===== src/rtl/key_conditioner.sv =====
// Push-button front end: 2-flop synchroniser, debounce FSM, press/release pulses and toggle bit per key.
// Optional long-press pulse per key when KEY_LONG_PRESS_EN is defined; otherwise key_long is tied 0.
module key_conditioner #(
  parameter int NUM_KEYS          = 3,
  parameter int DEBOUNCE_CYCLES   = 1000000,
  parameter int LONG_PRESS_CYCLES = 50000000
) (
  input  logic                clk,
  input  logic                rst_n,
  input  logic [NUM_KEYS-1:0] key_n,
  output logic [NUM_KEYS-1:0] key_level,
  output logic [NUM_KEYS-1:0] key_press,
  output logic [NUM_KEYS-1:0] key_release,
  output logic [NUM_KEYS-1:0] key_toggle,
  output logic [NUM_KEYS-1:0] key_long
);

  localparam int MaxCount = (DEBOUNCE_CYCLES > LONG_PRESS_CYCLES) ? DEBOUNCE_CYCLES : LONG_PRESS_CYCLES;
  localparam int CntW     = $clog2(MaxCount + 1);
  localparam logic [CntW-1:0] DebLimit = CntW'(DEBOUNCE_CYCLES);
  localparam logic [CntW-1:0] CntOne   = CntW'(1);
  localparam logic [CntW-1:0] CntSat   = {CntW{1'b1}};

  typedef enum logic [1:0] {
    IDLE,
    PRESS_WAIT,
    PRESSED,
    RELEASE_WAIT
  } state_t;

  for (genvar g = 0; g < NUM_KEYS; g++) begin : gKey
    logic            syncMeta_q, syncOut_q;
    logic            pSync;
    state_t          state_q, state_d;
    logic [CntW-1:0] cnt_q, cnt_d;
    logic            level_q, level_d;
    logic            press_q, press_d;
    logic            release_q, release_d;
    logic            toggle_q, toggle_d;

    // Synchroniser idles at 1 so a key held through reset is seen as a fresh press.
    always_ff @(posedge clk or negedge rst_n) begin
      if (!rst_n) begin
        syncMeta_q <= 1'b1;
        syncOut_q  <= 1'b1;
      end else begin
        syncMeta_q <= key_n[g];
        syncOut_q  <= syncMeta_q;
      end
    end

    assign pSync = ~syncOut_q;

    always_ff @(posedge clk or negedge rst_n) begin
      if (!rst_n) begin
        state_q   <= IDLE;
        cnt_q     <= '0;
        level_q   <= 1'b0;
        press_q   <= 1'b0;
        release_q <= 1'b0;
        toggle_q  <= 1'b0;
      end else begin
        state_q   <= state_d;
        cnt_q     <= cnt_d;
        level_q   <= level_d;
        press_q   <= press_d;
        release_q <= release_d;
        toggle_q  <= toggle_d;
      end
    end

    always_comb begin
      state_d   = state_q;
      cnt_d     = cnt_q;
      level_d   = level_q;
      press_d   = 1'b0;
      release_d = 1'b0;
      toggle_d  = toggle_q;
      unique case (state_q)
        IDLE: begin
          if (pSync) begin
            state_d = PRESS_WAIT;
            cnt_d   = CntOne;
          end else begin
            cnt_d = '0;
          end
        end
        PRESS_WAIT: begin
          if (!pSync) begin
            state_d = IDLE;
            cnt_d   = '0;
          end else if (cnt_q == DebLimit) begin
            state_d  = PRESSED;
            cnt_d    = '0;
            level_d  = 1'b1;
            press_d  = 1'b1;
            toggle_d = ~toggle_q;
          end else if (cnt_q != CntSat) begin
            cnt_d = cnt_q + CntOne;
          end
        end
        PRESSED: begin
          if (!pSync) begin
            state_d = RELEASE_WAIT;
            cnt_d   = CntOne;
          end else begin
            cnt_d = '0;
          end
        end
        RELEASE_WAIT: begin
          if (pSync) begin
            state_d = PRESSED;
            cnt_d   = '0;
          end else if (cnt_q == DebLimit) begin
            state_d   = IDLE;
            cnt_d     = '0;
            level_d   = 1'b0;
            release_d = 1'b1;
          end else if (cnt_q != CntSat) begin
            cnt_d = cnt_q + CntOne;
          end
        end
        default: begin
          state_d = IDLE;
          cnt_d   = '0;
        end
      endcase
    end

    assign key_level[g]   = level_q;
    assign key_press[g]   = press_q;
    assign key_release[g] = release_q;
    assign key_toggle[g]  = toggle_q;

`ifdef KEY_LONG_PRESS_EN
    localparam logic [CntW-1:0] LongLimit = CntW'(LONG_PRESS_CYCLES);
    localparam logic [CntW-1:0] LongLast  = CntW'(LONG_PRESS_CYCLES - 1);
    logic [CntW-1:0] hold_q, hold_d;
    logic            long_q, long_d;

    // Hold time survives a release bounce; only a fresh debounced press restarts it.
    always_comb begin
      hold_d = hold_q;
      long_d = 1'b0;
      if (state_q == PRESS_WAIT && state_d == PRESSED) begin
        hold_d = '0;
      end else if (state_q == PRESSED && hold_q != LongLimit) begin
        hold_d = hold_q + CntOne;
        long_d = (hold_q == LongLast);
      end
    end

    always_ff @(posedge clk or negedge rst_n) begin
      if (!rst_n) begin
        hold_q <= '0;
        long_q <= 1'b0;
      end else begin
        hold_q <= hold_d;
        long_q <= long_d;
      end
    end

    assign key_long[g] = long_q;
`else
    assign key_long[g] = 1'b0;
`endif
  end

endmodule


===== config.mk =====
export PLATFORM = sky130hd
export DESIGN_NAME = key_conditioner
export DESIGN_NICKNAME = d
export VERILOG_FILES = /design/src/rtl/key_conditioner.sv
export SDC_FILE = /design/constraint.sdc
export NUM_CORES = 1
export LEC_CHECK = 0
export BUFFER_PORTS_ARGS = -buffer_cell sky130_fd_sc_hd__buf_2
export CORE_MARGIN = 3
export CORE_UTILIZATION = 30
export CTS_CLUSTER_SIZE = 25
export DETAILED_ROUTE_END_ITERATION = 6
export PLACE_DENSITY_LB_ADDON = 0.1
export SETUP_SLACK_MARGIN = 0.3
export SYNTH_ARGS = -nofsm -noshare
export SYNTH_HDL_FRONTEND = slang
export SYNTH_SLANG_ARGS = --single-unit
export TNS_END_PERCENT = 1

===== constraint.sdc =====
create_clock -name clk -period 3.2 [get_ports clk]
set_input_delay 0.48 -clock clk [delete_from_list [all_inputs] [get_ports clk]]
set_output_delay 0.48 -clock clk [all_outputs]
set_load 0.01 [all_outputs]

; ---- Yosys cells after proc, flatten, opt, wreduce, memory -nomap -nowiden
; Index checks and enable logic that the tools add are counted.
; W data, S select, Z words.
[word_totals]
wordCells = 159
ff_bits = 102
in_bits = 5
[op_classes]
n_reduce_logical = 15
bitwise = 6
muxes = 72
addsub = 3
eq_ne = 39
[ops]
columns = op, count
row1 = $mux W26, 12
row2 = $pmux W26 S4, 3
row3 = $add A26 B1 Y26 const B, 3
row4 = $eq A26 B20 Y1 const B, 3
row5 = $ne A26 B26 Y1 const B, 3
row6 = $mux W2, 18
row7 = $ne A2 B2 Y1 const B, 18
row8 = $mux W1, 33
row9 = $pmux W2 S4, 3
row10 = $ne A3 B3 Y1 const B, 6
row11 = $reduce_and A5 Y1, 3
row12 = $eq A2 B2 Y1 const B, 6
row13 = $reduce_and A4 Y1, 3
row14 = $reduce_and A3 Y1, 3
row15 = $eq A2 B1 Y1 const B, 3
row16 = $logic_not A2 Y1, 3
row17 = $not A1 Y1, 6
row18 = $pmux W1 S2, 3
row19 = $reduce_bool A2 Y1, 3

; ---- Depth between registers and ports, before layout
[depth]
word_depth = 5
ltp_mapped = 8

; ---- Least setup slack after synthesis
; OpenSTA, ideal clock, no wires.
[synth_timing]
path_kind = register to register
startpoint = reg gKey[1].cnt_q[0]
endpoint = reg gKey[1].cnt_q[24]
arrival_ns = 1.999
required_ns = 3.100
path_stages_with_launch = 8
slack_ns = 1.102
setup_ns = 0.100
period_less_slack_ns = 2.098
path_cell_list = dfrtp_1 ha_1 nand3_1 or4_1 clkbuf_1 nor4_2 nor2_1 a311oi_1
[synth_via]
elab_chain_len = 5
word_cells_on_any_way = 8
[synth_lines]
columns = item, line
row1 = start: declaration, 35  ; logic [CntW-1:0] cnt_q, cnt_d;
row2 = start signal: assignment, 64  ; cnt_q <= cnt_d;
row3 = $add A26 B1 Y26 / $ne A26 B26 Y1 (equally long branches), -
row4 = $mux W26, "98, 119"
row5 = $mux W26 (*), 92  ; end else if (cnt_q == DebLimit) begin
row6 = $mux W26 (on tied branches), "111, 89"
row7 = $pmux W26 S4 (*), 79  ; unique case (state_q)
row8 = named net gKey[1].cnt_d[24], 35
; The timed path passes the listed nets; every way through them passes the cells marked *.
; A chain may end at the register's enable or synchronous reset.

; ---- Final worst setup path
[layout_timing]
startpoint = reg gKey[2].cnt_q[10]
endpoint = reg gKey[2].cnt_q[24]
[layout_via]
elab_chain_len = 5
word_cells_on_any_way = 8
[layout_lines]
columns = item, line
row1 = start: declaration, 35
row2 = start signal: assignment, 64
row3 = $add A26 B1 Y26 / $ne A26 B26 Y1 (equally long branches), -
row4 = $mux W26, "98, 119"
row5 = $mux W26 (*), 92
row6 = $mux W26 (on tied branches), "111, 89"
row7 = $pmux W26 S4 (*), 79
row8 = named net gKey[2].cnt_d[24], 35
; Marks and branches as above.

==> summary.md <==
| Metric | Value |
|---|---|
| Result of the run | complete, no violations |
| Data arrival time of the worst path | 2.63 ns |
| Core region area | 18150 um^2 |
| Sequential-to-total area share from yosys stat | 45.62% |
| Area contributors post-synth | sky130_fd_sc_hd__dfrtp_1 (43%), sky130_fd_sc_hd__nor2_1 (5.1%), sky130_fd_sc_hd__xnor2_1 (4.8%) |
| CTS clk-pin slew, worst paths | 0.07 ns |
| Area growth from synthesis to final layout | 10.59% |
| Cell count after synthesis | 607 |
| Number of synthesized flops with an enable pin | 0 |
| Portion of synthesized cell area occupied by the leading cell type | 42.81% |
| Hold/Removal Path Class | in2async |
| Post-synthesis instance area | 5612 um^2 |
| Residual DRC count | 0 |
| Total placed instance area | 5851 um^2 |
| Least-Margin Pin Slew | 0.7785 ns |
| Summed negative setup slack over all endpoints | 0 ns |
| DRT antenna net count | 0 |
| Most frequent cells in the layout | sky130_fd_sc_hd__dfrtp_1 (96), sky130_fd_sc_hd__nor2_1 (76), sky130_fd_sc_hd__nand2_1 (44) |
| Total of hold buffers inserted after clock tree synthesis | 0 |
| Final Net Count | 612 |
| Required time reported for the critical path endpoint | 3.41 ns |
| Iteration-0 DRC count of the detailed router | 297 |
| Layout Cells excl Fill | 835 |
| Global-route wire length before repair | 22560 um |
| Final core utilization | 34.20% |
| Maximum count of clock buffers along a single path | 2 |
| Number of clock buffers inserted by TritonCTS | 9 |
| Via count of the first global-routing pass | 4338 |
| Total of fill cells in the finished design | 1873 |
| Initial core utilization | 30.92% |
| Cell total after placement | 819 |
| Quantity of I/O buffers inserted on ports | 16 |
| Number of antenna violations at the first check in global routing | 0 |
| Post-synth ARST share | 100.0% |
| Library cell used as clock root buffer | sky130_fd_sc_hd__clkbuf_16 |
| Post-CTS repair timing setup buffer count | 0 |
| Worst slack after detailed placement | 0.7290 ns |
| Clock tree from TritonCTS | built |
| Ratio of cells with drive above 1 in the final layout | 10.56% |
| Total congestion overflow | 0 |
| Library cell with the largest summed area after synthesis | sky130_fd_sc_hd__dfrtp_1 |
| Post-CTS Resized | 0 |
| Clk sink count | 102 |
| Final count of hold timing violations | 0 |
| Max-slew violation count | 0 |
| Max Fanout on Critical Path | 25 |
| Mean instance size in the synthesized netlist | 9.245 um^2 |
| Core Rows | 49 |
| R2R depth | 5 |
| Number of antenna cells inserted | 0 |
| Worst vdd ir | 243.8 uV |
| Insertion delay of the later-clocked pin in the worst-skew pair | 0.35 ns |
| Hold WS | 0.1815 ns |
| Cell leakage power | 2.384 nW |
| Sum of net half-perimeters after detailed placement | 8800 um |
| Number of warnings issued by yosys | 0 |
| Number of maximum-capacitance constraint violations | 0 |
| Maximum frequency from static timing analysis | 413.0 MHz |
| Worst relative slew slack | 47.62% |
| Unique cell type count in the Yosys netlist | 60 |
| Most common cell after layout, fill and taps aside | sky130_fd_sc_hd__dfrtp_1 |
| Final setup margin | 0.7786 ns |
| Final Wtd Congestion | 0.8541 |
| Post-synthesis sequential element count | 102 |
| Total length of routed wires | 12950 um |
| # IOs | 20 |
| Floorplan die height | 142.8 um |
| Power Density | 434.4 nW/um^2 |
| Die outline area | 20380 um^2 |
| Number of H-tree levels | 3 |
| Post-route design area | 6206 um^2 |
| Router iterations before antenna repair | 4 |
| Predominant post-synthesis flop cell | sky130_fd_sc_hd__dfrtp_1 |
| DR WL/cell | 15.51 um |
| Worst Setup End Kind | flop |
| Total power consumption of the routed design | 2.696 mW |
| Global Route Usage Sum | 13.51% |
| Final worst path period share | 75.67% |
| RSZ-0062 raised after global routing | false |
| Die extent in x | 142.8 um |
| Number of vias after detailed routing | 4392 |
| Maximum number of pins on one net before global-route repair | 103 |
| Clock skew after layout | 0.01146 ns |
| Kind of critical path | reg2reg |
| Startpoint type of the worst setup path | flop |
| Final number of setup-violating endpoints | 0 |
| Final critical delay including setup and external delays | 2.421 ns |
| Routed via count divided by cell count | 5.260 |
## critical path, stage by stage (launching register included)
cell	delay, ns
sky130_fd_sc_hd__dfrtp_1	0.47
sky130_fd_sc_hd__nor4b_1	0.32
sky130_fd_sc_hd__nand2_1	0.11
sky130_fd_sc_hd__nor4_1	0.64
sky130_fd_sc_hd__or3b_2	0.60
sky130_fd_sc_hd__nor3_1	0.13
## layout make-up
cell class / instances / area (um^2) / area share [%]
multi-input combinational: 446 / 2770 / 44.64
sequential: 102 / 2560 / 41.25
tap: 229 / 286.5 / 4.617
clock buffer: 10 / 239.0 / 3.851
timing repair buffer: 27 / 177.7 / 2.863
clock inverter: 6 / 116.4 / 1.875
inverter: 15 / 56.30 / 0.9073
## cells by family (layout without fill, tap and decap cells)
| group | Yosys count | after routing | share of synthesized area, % |
|---|---|---|---|
| other | 1 | 3 | 0.06683 |
| DFF | 102 | 102 | 45.62 |
| muxes | 6 | 6 | 1.070 |
| buffers and inverters | 61 | 58 | 5.262 |
| adders and majority gates | 6 | 6 | 1.338 |
| and+or+nand+nor | 295 | 295 | 28.18 |
| AOI/OAI and AO/OA | 85 | 85 | 10.50 |
| xor gates and xnor gates | 51 | 51 | 7.960 |
## per-layer routing
layer / wire (um) / vias to the layer above / track usage, %
met2: 5876 / 78 / 20.15
met4: 166 / 0 / 3.802
met5: 0 / - / 0
met3: 386 / 11 / 2.947
met1: 6519 / 2138 / 19.75
li1: - / 2165 / -
## path summary, 6_finish.rpt
| check | startpoint | to | slack [ns] |
|---|---|---|---|
| worst max-delay path | gKey[2].cnt_q[10] | gKey[2].cnt_q[24] | 0.78 |
| worst min-delay path | rst_n | gKey[0].toggle_q | 0.18 |
| worst max register to register | gKey[2].cnt_q[10] | gKey[2].cnt_q[24] | 0.78 |
| worst min register to register | gKey[1].syncMeta_q | gKey[1].syncOut_q | 0.36 |
| max in group asynchronous | rst_n | gKey[1].cnt_q[13] | 2.59 |
| min in group clk | key_n[0] | gKey[0].syncMeta_q | 0.22 |
## where the power goes
part	total (mW)	leakage, nW	switching [mW]	internal (mW)
registers	1.31	1.39	0.0129	1.30
logic	0.0763	0.819	0.0561	0.0202
clock network	1.30	0.174	0.511	0.794
## synth_stat cells, drive strengths merged, types with 2 or more instances
master	count
o21a	2
dfstp	6
and3	16
a21oi	23
dfrtp	96
nor3b	3
o2111ai	5
xnor2	31
and4	2
nor2	76
clkbuf	22
mux2i	6
or2	4
a31oi	3
o211ai	6
a21boi	4
ha	6
nand4	28
o31ai	5
nand3	29
nor3	30
xor2	20
nor4bb	4
or3	11
or4	10
and2	3
nand2	44
nor2b	3
buf	24
o41ai	2
inv	15
o21ai	11
a211oi	12
nand3b	2
nor4	21
nor4b	4
a211o	3
a2111oi	3
or4b	2
## state kept, by name (all words and copies together), names as in the netlist, named ones only
register         flops
gKey.cnt_q          78
gKey.level_q         3
gKey.press_q         3
gKey.release_q       3
gKey.state_q         3
gKey.syncMeta_q      3
gKey.syncOut_q       3
gKey.toggle_q        3
Note: power is estimated with default switching activity, not from simulation.
